<file path="src/rtl/maze_mover_pkg.sv">
// Shared types and constants for the maze sprite mover.
package maze_mover_pkg;

    typedef enum logic [2:0] {
        DIR_NONE  = 3'd0,
        DIR_UP    = 3'd1,
        DIR_DOWN  = 3'd2,
        DIR_LEFT  = 3'd3,
        DIR_RIGHT = 3'd4
    } dir_t;

    typedef enum logic [2:0] {
        ST_INIT  = 3'd0,
        ST_IDLE  = 3'd1,
        ST_ADDR  = 3'd2,
        ST_CHECK = 3'd3,
        ST_STEP  = 3'd4
    } state_t;

    // Bit positions inside the 4-bit wall word from the level ROM.
    localparam int WALL_TOP   = 3;
    localparam int WALL_BOT   = 2;
    localparam int WALL_LEFT  = 1;
    localparam int WALL_RIGHT = 0;

    localparam logic [10:0] MAZE_Y0 = 11'd100;
    localparam logic [3:0]  SPR     = 4'd8;

    function automatic dir_t opposite_dir(input dir_t d);
        case (d)
            DIR_UP:    return DIR_DOWN;
            DIR_DOWN:  return DIR_UP;
            DIR_LEFT:  return DIR_RIGHT;
            DIR_RIGHT: return DIR_LEFT;
            default:   return DIR_NONE;
        endcase
    endfunction

endpackage

</file>
<file path="src/rtl/maze_mover_dir_arbiter.sv">
// Button priority encoder and buffered (pending) turn request.
module dir_arbiter
    import maze_mover_pkg::*;
(
    input  logic clk,
    input  logic rst,
    input  logic btn_u,
    input  logic btn_d,
    input  logic btn_l,
    input  logic btn_r,
    input  logic capture_en,
    input  logic clear,
    input  logic consume,
    input  dir_t cur_dir,
    output dir_t pend_dir,
    output logic pend_opposite
);

    dir_t btn_dir;
    dir_t pend_d;
    dir_t pend_q;

    // Fixed priority U > D > L > R.
    always_comb begin
        btn_dir = DIR_NONE;
        if (btn_u)      btn_dir = DIR_UP;
        else if (btn_d) btn_dir = DIR_DOWN;
        else if (btn_l) btn_dir = DIR_LEFT;
        else if (btn_r) btn_dir = DIR_RIGHT;
    end

    // A held button wins over consumption, so a held key stays requested.
    always_comb begin
        pend_d = pend_q;
        if (clear)
            pend_d = DIR_NONE;
        else if (capture_en && (btn_dir != DIR_NONE))
            pend_d = btn_dir;
        else if (consume)
            pend_d = DIR_NONE;
    end

    // Pending-direction register.
    always_ff @(posedge clk or posedge rst) begin
        if (rst) pend_q <= DIR_NONE;
        else     pend_q <= pend_d;
    end

    assign pend_dir      = pend_q;
    assign pend_opposite = (cur_dir != DIR_NONE) && (pend_q == opposite_dir(cur_dir));

endmodule

</file>
<file path="src/rtl/maze_mover.sv">
// Steps the 8x8 sprite through the level tile grid once per frame tick.
//
// state | meaning
// INIT  | load spawn tile and centre offsets
// IDLE  | wait for a frame tick (or a buffered one)
// ADDR  | wall lookup settling for the current tile
// CHECK | turn / block decision
// STEP  | move one pixel along cur_dir
module maze_mover
    import maze_mover_pkg::*;
#(
    parameter logic [4:0] START_COL = 5'd1,
    parameter logic [4:0] START_ROW = 5'd1,
    parameter logic [2:0] STEP_PX   = 3'd2
) (
    input  logic        clk,
    input  logic        rst,
    input  logic        frame_tick,
    input  logic        btn_u,
    input  logic        btn_d,
    input  logic        btn_l,
    input  logic        btn_r,
    input  logic [1:0]  level_select,
    input  logic [9:0]  tile_w,
    input  logic [9:0]  tile_h,
    input  logic [4:0]  num_cols,
    input  logic [4:0]  num_rows,
    input  logic [3:0]  walls,
    output logic [4:0]  tile_row,
    output logic [4:0]  tile_col,
    output logic [10:0] blkpos_x,
    output logic [10:0] blkpos_y,
    output logic        moving,
    output logic        busy
);

    state_t      state_q, state_d;
    dir_t        cur_dir_q, cur_dir_d, eff_dir, pend_dir;
    logic        pend_opp, consume;
    logic [2:0]  steps_q, steps_d;
    logic        tick_pend_q, tick_pend_d;
    logic [1:0]  level_q;
    logic [4:0]  tile_col_q, tile_col_d, tile_row_q, tile_row_d;
    logic [9:0]  x_off_q, x_off_d, y_off_q, y_off_d, cx, cy;
    logic [10:0] base_x_q, base_x_d, base_y_q, base_y_d;
    logic [10:0] blkpos_x_q, blkpos_x_d, blkpos_y_q, blkpos_y_d;
    logic        moving_q, moving_d, busy_q, busy_d;
    logic        level_chg, aligned;
    logic [3:0]  blocked;

    assign cx        = (tile_w - {6'd0, SPR}) >> 1;
    assign cy        = (tile_h - {6'd0, SPR}) >> 1;
    assign aligned   = (x_off_q == cx) && (y_off_q == cy);
    assign level_chg = (level_select != level_q);

    // Grid edges behave like walls.
    assign blocked[WALL_TOP]   = walls[WALL_TOP]   | (tile_row_q == 5'd0);
    assign blocked[WALL_BOT]   = walls[WALL_BOT]   | (tile_row_q == num_rows - 5'd1);
    assign blocked[WALL_LEFT]  = walls[WALL_LEFT]  | (tile_col_q == 5'd0);
    assign blocked[WALL_RIGHT] = walls[WALL_RIGHT] | (tile_col_q == num_cols - 5'd1);

    // NONE counts as blocked so "no direction" and "walled" share one path.
    function automatic logic dir_blocked(input dir_t d, input logic [3:0] b);
        case (d)
            DIR_UP:    return b[WALL_TOP];
            DIR_DOWN:  return b[WALL_BOT];
            DIR_LEFT:  return b[WALL_LEFT];
            DIR_RIGHT: return b[WALL_RIGHT];
            default:   return 1'b1;
        endcase
    endfunction

    dir_arbiter u_arb (
        .clk           (clk),
        .rst           (rst),
        .btn_u         (btn_u),
        .btn_d         (btn_d),
        .btn_l         (btn_l),
        .btn_r         (btn_r),
        .capture_en    (state_q != ST_INIT),
        .clear         (state_q == ST_INIT),
        .consume       (consume),
        .cur_dir       (cur_dir_q),
        .pend_dir      (pend_dir),
        .pend_opposite (pend_opp)
    );

    // Next-state, counter and output computation.
    always_comb begin
        state_d     = state_q;
        cur_dir_d   = cur_dir_q;
        eff_dir     = cur_dir_q;
        consume     = 1'b0;
        steps_d     = steps_q;
        tick_pend_d = tick_pend_q;
        tile_col_d  = tile_col_q;
        tile_row_d  = tile_row_q;
        x_off_d     = x_off_q;
        y_off_d     = y_off_q;
        base_x_d    = base_x_q;
        base_y_d    = base_y_q;
        moving_d    = moving_q;

        if (frame_tick && (state_q != ST_IDLE))
            tick_pend_d = 1'b1;

        case (state_q)
            ST_INIT: begin
                tile_col_d = START_COL;
                tile_row_d = START_ROW;
                x_off_d    = cx;
                y_off_d    = cy;
                base_x_d   = 11'(START_COL) * {1'b0, tile_w};
                base_y_d   = MAZE_Y0 + 11'(START_ROW) * {1'b0, tile_h};
                cur_dir_d  = DIR_NONE;
                moving_d   = 1'b0;
                state_d    = ST_IDLE;
            end
            ST_IDLE: begin
                if (frame_tick || tick_pend_q) begin
                    steps_d     = STEP_PX;
                    tick_pend_d = 1'b0;
                    state_d     = ST_ADDR;
                end
            end
            ST_ADDR: state_d = ST_CHECK;
            ST_CHECK: begin
                if (aligned) begin
                    if (!dir_blocked(pend_dir, blocked)) begin
                        eff_dir = pend_dir;
                        consume = 1'b1;
                    end
                    cur_dir_d = eff_dir;
                    if (dir_blocked(eff_dir, blocked)) begin
                        moving_d = 1'b0;
                        steps_d  = 3'd0;
                        state_d  = ST_IDLE;
                    end else begin
                        state_d = ST_STEP;
                    end
                end else begin
                    if (pend_opp) begin
                        cur_dir_d = pend_dir;
                        consume   = 1'b1;
                    end
                    state_d = ST_STEP;
                end
            end
            ST_STEP: begin
                case (cur_dir_q)
                    DIR_RIGHT: begin
                        if (x_off_q == tile_w - 10'd1) begin
                            x_off_d    = 10'd0;
                            tile_col_d = tile_col_q + 5'd1;
                            base_x_d   = base_x_q + {1'b0, tile_w};
                        end else x_off_d = x_off_q + 10'd1;
                    end
                    DIR_LEFT: begin
                        if (x_off_q == 10'd0) begin
                            x_off_d    = tile_w - 10'd1;
                            tile_col_d = tile_col_q - 5'd1;
                            base_x_d   = base_x_q - {1'b0, tile_w};
                        end else x_off_d = x_off_q - 10'd1;
                    end
                    DIR_DOWN: begin
                        if (y_off_q == tile_h - 10'd1) begin
                            y_off_d    = 10'd0;
                            tile_row_d = tile_row_q + 5'd1;
                            base_y_d   = base_y_q + {1'b0, tile_h};
                        end else y_off_d = y_off_q + 10'd1;
                    end
                    DIR_UP: begin
                        if (y_off_q == 10'd0) begin
                            y_off_d    = tile_h - 10'd1;
                            tile_row_d = tile_row_q - 5'd1;
                            base_y_d   = base_y_q - {1'b0, tile_h};
                        end else y_off_d = y_off_q - 10'd1;
                    end
                    default: ;
                endcase
                moving_d = 1'b1;
                steps_d  = steps_q - 3'd1;
                state_d  = (steps_q == 3'd1) ? ST_IDLE : ST_ADDR;
            end
            default: state_d = ST_INIT;
        endcase

        // A level switch overrides everything and re-spawns.
        if (level_chg) begin
            state_d     = ST_INIT;
            tick_pend_d = 1'b0;
            steps_d     = 3'd0;
        end

        blkpos_x_d = base_x_d + {1'b0, x_off_d};
        blkpos_y_d = base_y_d + {1'b0, y_off_d};
        busy_d     = (state_d != ST_IDLE);
    end

    // State, counter and registered-output flops.
    always_ff @(posedge clk or posedge rst) begin
        if (rst) begin
            state_q     <= ST_INIT;
            cur_dir_q   <= DIR_NONE;
            steps_q     <= 3'd0;
            tick_pend_q <= 1'b0;
            level_q     <= 2'd0;
            tile_col_q  <= 5'd0;
            tile_row_q  <= 5'd0;
            x_off_q     <= 10'd0;
            y_off_q     <= 10'd0;
            base_x_q    <= 11'd0;
            base_y_q    <= 11'd0;
            blkpos_x_q  <= 11'd0;
            blkpos_y_q  <= 11'd0;
            moving_q    <= 1'b0;
            busy_q      <= 1'b1;
        end else begin
            state_q     <= state_d;
            cur_dir_q   <= cur_dir_d;
            steps_q     <= steps_d;
            tick_pend_q <= tick_pend_d;
            level_q     <= level_select;
            tile_col_q  <= tile_col_d;
            tile_row_q  <= tile_row_d;
            x_off_q     <= x_off_d;
            y_off_q     <= y_off_d;
            base_x_q    <= base_x_d;
            base_y_q    <= base_y_d;
            blkpos_x_q  <= blkpos_x_d;
            blkpos_y_q  <= blkpos_y_d;
            moving_q    <= moving_d;
            busy_q      <= busy_d;
        end
    end

    assign tile_row = tile_row_q;
    assign tile_col = tile_col_q;
    assign blkpos_x = blkpos_x_q;
    assign blkpos_y = blkpos_y_q;
    assign moving   = moving_q;
    assign busy     = busy_q;

endmodule
</file>
<file path="config.mk">
export PLATFORM = sky130hd
export DESIGN_NAME = maze_mover
export DESIGN_NICKNAME = d
export VERILOG_FILES = /design/src/rtl/maze_mover_pkg.sv /design/src/rtl/maze_mover_dir_arbiter.sv /design/src/rtl/maze_mover.sv
export SDC_FILE = /design/constraint.sdc
export NUM_CORES = 1
export LEC_CHECK = 0
export ABC_AREA = 1
export CAP_MARGIN = 20
export CELL_PAD_IN_SITES_DETAIL_PLACEMENT = 1
export CELL_PAD_IN_SITES_GLOBAL_PLACEMENT = 1
export CORE_MARGIN = 2
export CORE_UTILIZATION = 44
export CTS_BUF_LIST = sky130_fd_sc_hd__clkbuf_4 sky130_fd_sc_hd__clkbuf_8
export CTS_CLUSTER_DIAMETER = 30
export DETAILED_ROUTE_END_ITERATION = 8
export PLACE_DENSITY_LB_ADDON = 0.2
export SLEW_MARGIN = 20
export SYNTH_ARGS = -nofsm -noshare
export SYNTH_HDL_FRONTEND = slang
export SYNTH_SLANG_ARGS = --single-unit
</file>
<file path="constraint.sdc">
create_clock -name clk -period 4.3 [get_ports clk]
set_input_delay 0.86 -clock clk [delete_from_list [all_inputs] [get_ports clk]]
set_output_delay 0.86 -clock clk [all_outputs]
set_load 0.02 [all_outputs]
</file>
Word-level counts from Yosys, hierarchy flattened
Cells that the tools add are included.
{"block": "word_totals", "reg_bits": 91, "inputBits": 43, "output_inout_bits": 34}
{"block": "op_classes", "add_sub_neg": 22, "eq_ne": 39, "n_mux": 66, "n_bitwise": 4, "n_reduce_logical": 23}
{"cell": "11-bit one-hot mux with 2 select lines", "n": 4}
{"cell": "10-bit one-hot mux with 2 select lines", "n": 4}
{"cell": "3-bit 2-to-1 mux", "n": 20}
{"cell": "11-bit by 10-bit adder with 11-bit output", "n": 4}
{"cell": "11-bit 2-to-1 mux", "n": 4}
{"cell": "10-bit 2-to-1 mux", "n": 4}
{"cell": "5-bit one-hot mux with 2 select lines", "n": 4}
{"cell": "10-bit by 1-bit subtractor with 10-bit output (second input constant)", "n": 4}
{"cell": "3-bit by 2-bit equality test with 1-bit output (second input constant)", "n": 8}
{"cell": "3-bit inequality test (second input constant)", "n": 8}
{"cell": "11-bit by 10-bit subtractor with 11-bit output", "n": 2}
{"cell": "10-bit by 1-bit adder with 10-bit output (second input constant)", "n": 2}
{"cell": "10-bit equality test", "n": 2}
{"cell": "10-bit by 9-bit equality test with 1-bit output", "n": 2}
{"cell": "10-bit zero test", "n": 2}
{"cell": "5-bit 2-to-1 mux", "n": 4}
{"cell": "10-bit by 4-bit subtractor with 10-bit output (second input constant)", "n": 2}
{"cell": "5-bit by 1-bit subtractor with 5-bit output (second input constant)", "n": 4}
{"cell": "3-bit by 1-bit equality test with 1-bit output (second input constant)", "n": 5}
{"cell": "3-bit one-hot mux with 5 select lines", "n": 1}
{"cell": "3-bit nonzero test", "n": 5}
{"cell": "1-bit 2-to-1 mux", "n": 14}
{"cell": "3-bit equality test (second input constant)", "n": 4}
{"cell": "3-bit by 1-bit inequality test with 1-bit output (second input constant)", "n": 4}
{"cell": "other kinds (23)", "n": 37}

Longest topological paths before layout
{"block": "depth", "word_depth": 18, "ltp_mapped": 31}

By module
A second synthesis with hierarchy kept.
{"block": "hier_totals", "cells_unflattened": 1574, "hier_area_um2": 10448.8}
{"mod": "maze_mover", "instances": 1, "cells_each": 1525, "area_each_um2": 10172.3, "seq_area_each_um2": 2203.4}
{"mod": "dir_arbiter", "instances": 1, "cells_each": 49, "area_each_um2": 276.5, "seq_area_each_um2": 75.1}

Worst setup path after synthesis
Ideal clock, no wire load.
{"block": "synth_timing", "path_type": "input-to-reg", "start": "input tile_h[1]", "end": "register blkpos_y_q[10], in the netlist blkpos_y[10]", "setup_ps": 117, "arrival_ps": 4339, "t_required_ps": 4183, "slack_ps": -156, "path_stages": 29, "n_path_buf": 0, "path_cell_list": "inv_1 ha_1 nand2_1 inv_1 nand2_1 xor2_1 xor2_1 nor3_1 nand3_2 nor2_1 nand2_1 nand2_1 o21bai_1 a21oi_1 ha_1 inv_1 fa_1 o21ai_0 nand2_1 nand2_1 nand2_1 a21boi_0 nor2_1 o21bai_1 nand2_1 nand2_1 a21oi_1 nand3_1 nand2_1"}
{"block": "synth_between", "elab_chain_cells": 6}
{"item": "start, declared", "line_no": "maze_mover.sv:25", "source": "input logic [9:0] tile_h,"}
{"item": "10-bit by 1-bit subtractor with 10-bit output", "line_no": "maze_mover.sv:166", "source": "if (y_off_q == tile_h - 10'd1) begin"}
{"item": "10-bit equality test", "line_no": "maze_mover.sv:166"}
{"item": "11-bit 2-to-1 mux", "line_no": "maze_mover.sv:166"}
{"item": "11-bit one-hot mux with 2 select lines", "line_no": "maze_mover.sv:150", "source": "case (cur_dir_q)"}
{"item": "11-bit one-hot mux with 2 select lines", "line_no": "maze_mover.sv:107", "source": "case (state_q)"}
{"item": "named net base_y_d[0]", "line_no": "maze_mover.sv:45", "source": "logic [10:0] base_x_q, base_x_d, base_y_q, base_y_d;"}
{"item": "11-bit by 10-bit adder with 11-bit output", "line_no": "maze_mover.sv:196", "source": "blkpos_y_d = base_y_d + {1'b0, y_off_d};"}
{"item": "named net blkpos_y_d[10]", "line_no": "maze_mover.sv:46", "source": "logic [10:0] blkpos_x_q, blkpos_x_d, blkpos_y_q, blkpos_y_d;"}
{"item": "end signal, assigned", "line_no": "maze_mover.sv:231", "source": "blkpos_y_q <= blkpos_y_d;"}
{"item": "end, declared", "line_no": "maze_mover.sv:46"}
The timed path passes the listed nets, and every way through them passes these cells.
A chain may end at the register's enable or synchronous reset.

Final worst setup path
{"block": "layout_timing", "start": "input tile_h[2]", "end": "register blkpos_y_q[9], in the netlist blkpos_y[9]"}
{"block": "layout_between", "elab_chain_cells": 6}
{"item": "10-bit by 1-bit subtractor with 10-bit output", "line_no": "maze_mover.sv:166"}
{"item": "10-bit equality test", "line_no": "maze_mover.sv:166"}
{"item": "11-bit 2-to-1 mux", "line_no": "maze_mover.sv:166"}
{"item": "11-bit one-hot mux with 2 select lines", "line_no": "maze_mover.sv:150"}
{"item": "11-bit one-hot mux with 2 select lines *", "line_no": "maze_mover.sv:107"}
{"item": "named net base_y_d[2]", "line_no": "maze_mover.sv:45"}
{"item": "11-bit by 10-bit adder with 11-bit output *", "line_no": "maze_mover.sv:196"}
{"item": "named net blkpos_y_d[9]", "line_no": "maze_mover.sv:46"}
The timed path passes the listed nets; every way through them passes the cells marked *.

==> metrics.md <==
| Metric | Value |
|---|---|
| Avg Synthesized Cell Area | `6.61 um2` |
| Status | `finished, violations left` |
| Peak VDD IR | `~0.00032 V` |
| Post-synthesis xor/xnor area fraction | `0.0920` |
| Final TNS setup | `-4240 ps` |
| GRT overflow | `0` |
| Worst-Skew Late Latency | `~450 ps` |
| Worst Hold Class | `flop to flop` |
| Initial antenna violation count | `3` |
| Die W | `around 160 um` |
| CTS max path bufs | `2` |
| Num ports | `77` |
| Routed vias/inst | `roughly 6.8` |
| Largest net degree at the start of global routing | `56` |
| Wire length per cell | `between 30 and 40 um` |
| CTS Hold Bufs | `0` |
| Post-synth ARST share | `1.00` |
| Core Util, Final | `0.651` |
| Fin. Hold Viols | `0` |
| Power density over the cells | `roughly 330 nW/um2` |
| Max incr delay on CP | `roughly 450 ps` |
| Tcrit/Tclk final | `1.17` |
| H-tree depth | `3` |
| Post-synthesis simple-gate area fraction | `0.311` |
| Top_reg_cell synth | `dfrtp_1` |
| Non-Filler Instances | `~2.2k` |
| Sequential fraction of the synthesis area | `0.226` |
| NetSw | `~2.4 mW` |
| Reg power frac | `0.243` |
| GP Congestion | `0.898` |
| TritonCTS Buffers | `9` |
| Total of max-cap violations | `0` |
| Slew of the pin with the lowest slew margin | `between 700 and 800 ps` |
| Worst Path Required | `around 4600 ps` |
| Hold depth | `2` |
| Final Power | `~4.9 mW` |
| Clk sinks | `just over 90` |
| Hold WS | `~550 ps` |
| Synth Register Bits | `91` |
| Min Tclk post-route | `around 5000 ps` |
| Largest family of logic cells by synthesized area | `simple AND/OR/NAND/NOR gates` |
| P_int | `2.45 mW` |
| Gate Count Post-Synth | `1,522` |
| CTS tree | `yes` |
| Die area | `24,100 um2` |
| Final setup margin | `-731 ps` |
| Commonest non-fill, non-tap cell in the layout | `nand2_1` |
| Peak fanout along the critical path | `4` |
| Remaining DRCs | `0` |
| Post-route ant nets | `0` |
| Routed WL | `~67 mm` |
| Failing checks | `setup timing` |
| Starting Density | `0.446` |
| Cell Rows | `55` |
| Count of pins over their slew limit | `0` |
| Detailed-route via count | `between 10k and 15k` |
| Starting DRT DRC Count | `1,733` |
| DP HPWL | `approximately 32 mm` |
| Slew headroom | `0.523` |
| Netlist cell types | `57` |
| First-pass GRT wire length | `roughly 80 mm` |
| Pre-CTS setup slack | `-1220 ps` |
| Dpl cells | `roughly 2.1k` |
| Drt pass-1 iters | `8` |
| Leakage | `~7.3 nW` |
| Core region area | `22,600 um2` |
| R2R depth | `27` |
| Netlist Area Pre-Place | `roughly 10,000 um2` |
| Post-route cell area | `between 10,000 and 15,000 um2` |
| Comb power frac | `0.607` |
| GRT Total Usage | `0.427` |
| Multiplexer share of the synthesized area | `0` |
| Adder-Cell Fraction of Synth Area | `0.117` |
| Synth-to-Final Area Change | `46.0%` |
| Fmax | `around 200 MHz` |
| CTS Root Buffer Type | `clkbuf_8` |
| Post-synth EDFFs | `0` |
| Vias in the first global route | `around 15k` |
| Final setup skew | `between 20 and 30 ps` |
| Syn. warnings | `0` |
| Most frequent cells in the layout | `nand2_1 (326), buf_4 (316), inv_1 (187)` |
| Critical path data arrival time | `around 5400 ps` |
| Share of layout cells above drive strength 1 | `0.309` |
| Worst setup EP type | `flop` |
| Placed standard-cell area | `approximately 13,000 um2` |
| Clock-pin slew on the worst setup and hold paths | `140 ps` |
| Final net count | `between 2k and 2.5k` |
| DIE HEIGHT | `155 um` |
| Worst path slowest cell | `xor2_2` |
| Unrepaired setup endpoints after global routing | `yes` |
| Setup violators final | `12` |
| Clock network power share | `0.150` |
| Post-Syn Nets | `between 1.5k and 2k` |
| Switching share of power | `0.496` |
| IO Port Bufs | `76` |
| Setup crit start kind | `input port` |
| Post-synthesis compound-gate area fraction | `0.154` |
| Crit path kind | `input port to flop` |
[logic make-up (layout without fill, tap and decap cells)]
logic type,count (synthesis),count (layout)
AO/OA/AOI/OAI,266,266
XOR/XNOR,104,104
adder cells (fa/ha/maj),89,89
buffers and inverters,263,634
flip-flops,91,91
other,0,1
AND/OR/NAND/NOR,709,709
[path summary, 6_finish.rpt]
kind | slack, ps | endpoint | startpoint
worst min-delay path | 550 | steps_q[1]$_DFFE_PP0P_ | steps_q[1]$_DFFE_PP0P_
worst max register to register | -510 | blkpos_x[10]$_DFF_PP0_ | x_off_q[1]$_DFF_PP0_
worst max-delay path | -730 | blkpos_y[9]$_DFF_PP0_ | tile_h[2]
worst min register to register | 550 | steps_q[1]$_DFFE_PP0P_ | steps_q[1]$_DFFE_PP0P_
max in group asynchronous | 2690 | base_y_q[3]$_DFF_PP0_ | rst
min in group asynchronous | 810 | state_q[1]$_DFF_PP0_ | rst
[routing by layer]
| metal | vias to the layer above | track usage | share of wire |
|---|---|---|---|
| met5 | - | 0 | 0 |
| met1 | 7009 | 0.461 | 0.32 |
| li1 | 5691 | - | - |
| met3 | 748 | 0.0861 | 0.11 |
| met2 | 1447 | 0.738 | 0.44 |
| met4 | 0 | 0.327 | 0.12 |
[registers in the layout (all words and copies together), names as in the netlist, 2 cells and up]
| register | flops |
|---|---|
| blkpos_x | 11 |
| base_y_q | 11 |
| u_arb.pend_dir | 3 |
| tile_row | 5 |
| state_q | 3 |
| steps_q | 3 |
| y_off_q | 10 |
| level_q | 2 |
| x_off_q | 10 |
| tile_col | 5 |
| base_x_q | 11 |
| cur_dir_q | 3 |
| blkpos_y | 11 |
[power by group through the flow]
stage	sequential, mW	combinational (mW)	clock, mW
global placement	1.14	2.10	0
floorplan	1.24	1.04	0
global route	1.18	3.05	0.748
detailed placement	1.15	2.18	0
CTS	1.14	2.37	0.646
finish	1.18	2.95	0.726
[area by class of cell]
class | instances | area [um2]
antenna | 1 | 2.50
clock buffer | 9 | 124
clock inverter | 7 | 81.3
fill | 2904 | 7880
inverter | 217 | 855
multi-input combinational | 1168 | 7770
sequential | 91 | 2280
tap | 285 | 357
timing repair buffer | 401 | 3220
[what timing repair did]
item | 4_1_cts | 5_1_grt
resized for setup | 169 | 161
setup endpoints to repair | 13 | 10
setup buffers | 46 | 41
endpoints found under the hold margin | 0 | 0
pin swaps | 77 | 118
gates cloned | 0 | 0
[cell usage after synthesis (7+ instances only)]
master | n | area, um2
a221oi_1 | 7 | 61.3
dfrtp_1 | 90 | 2250
nand2_1 | 361 | 1360
buf_2 | 8 | 40.0
inv_2 | 9 | 33.8
ha_1 | 81 | 1010
o22ai_1 | 14 | 87.6
fa_1 | 8 | 160
o21bai_1 | 12 | 90.1
xor2_1 | 88 | 771
nand4_1 | 13 | 81.3
nor4_1 | 10 | 62.6
a211oi_1 | 7 | 52.6
nor2_1 | 118 | 443
inv_1 | 206 | 773
nor3_1 | 25 | 125
o211ai_1 | 11 | 82.6
xnor2_1 | 14 | 123
o21ai_0 | 94 | 470
a31oi_1 | 12 | 75.1
a21oi_1 | 81 | 405
clkbuf_1 | 32 | 120
nor2_2 | 9 | 56.3
nand3_1 | 128 | 641
or2_2 | 16 | 100
[worst max-delay path: cells and delay by family]
kind,cells,cell delay [ps]
simple gates,13,1310
compound gates,6,1070
xor+xnor,3,1000
buf+inv,6,860
fa+ha+maj,1,240
Power figures use the tool's default switching activity.
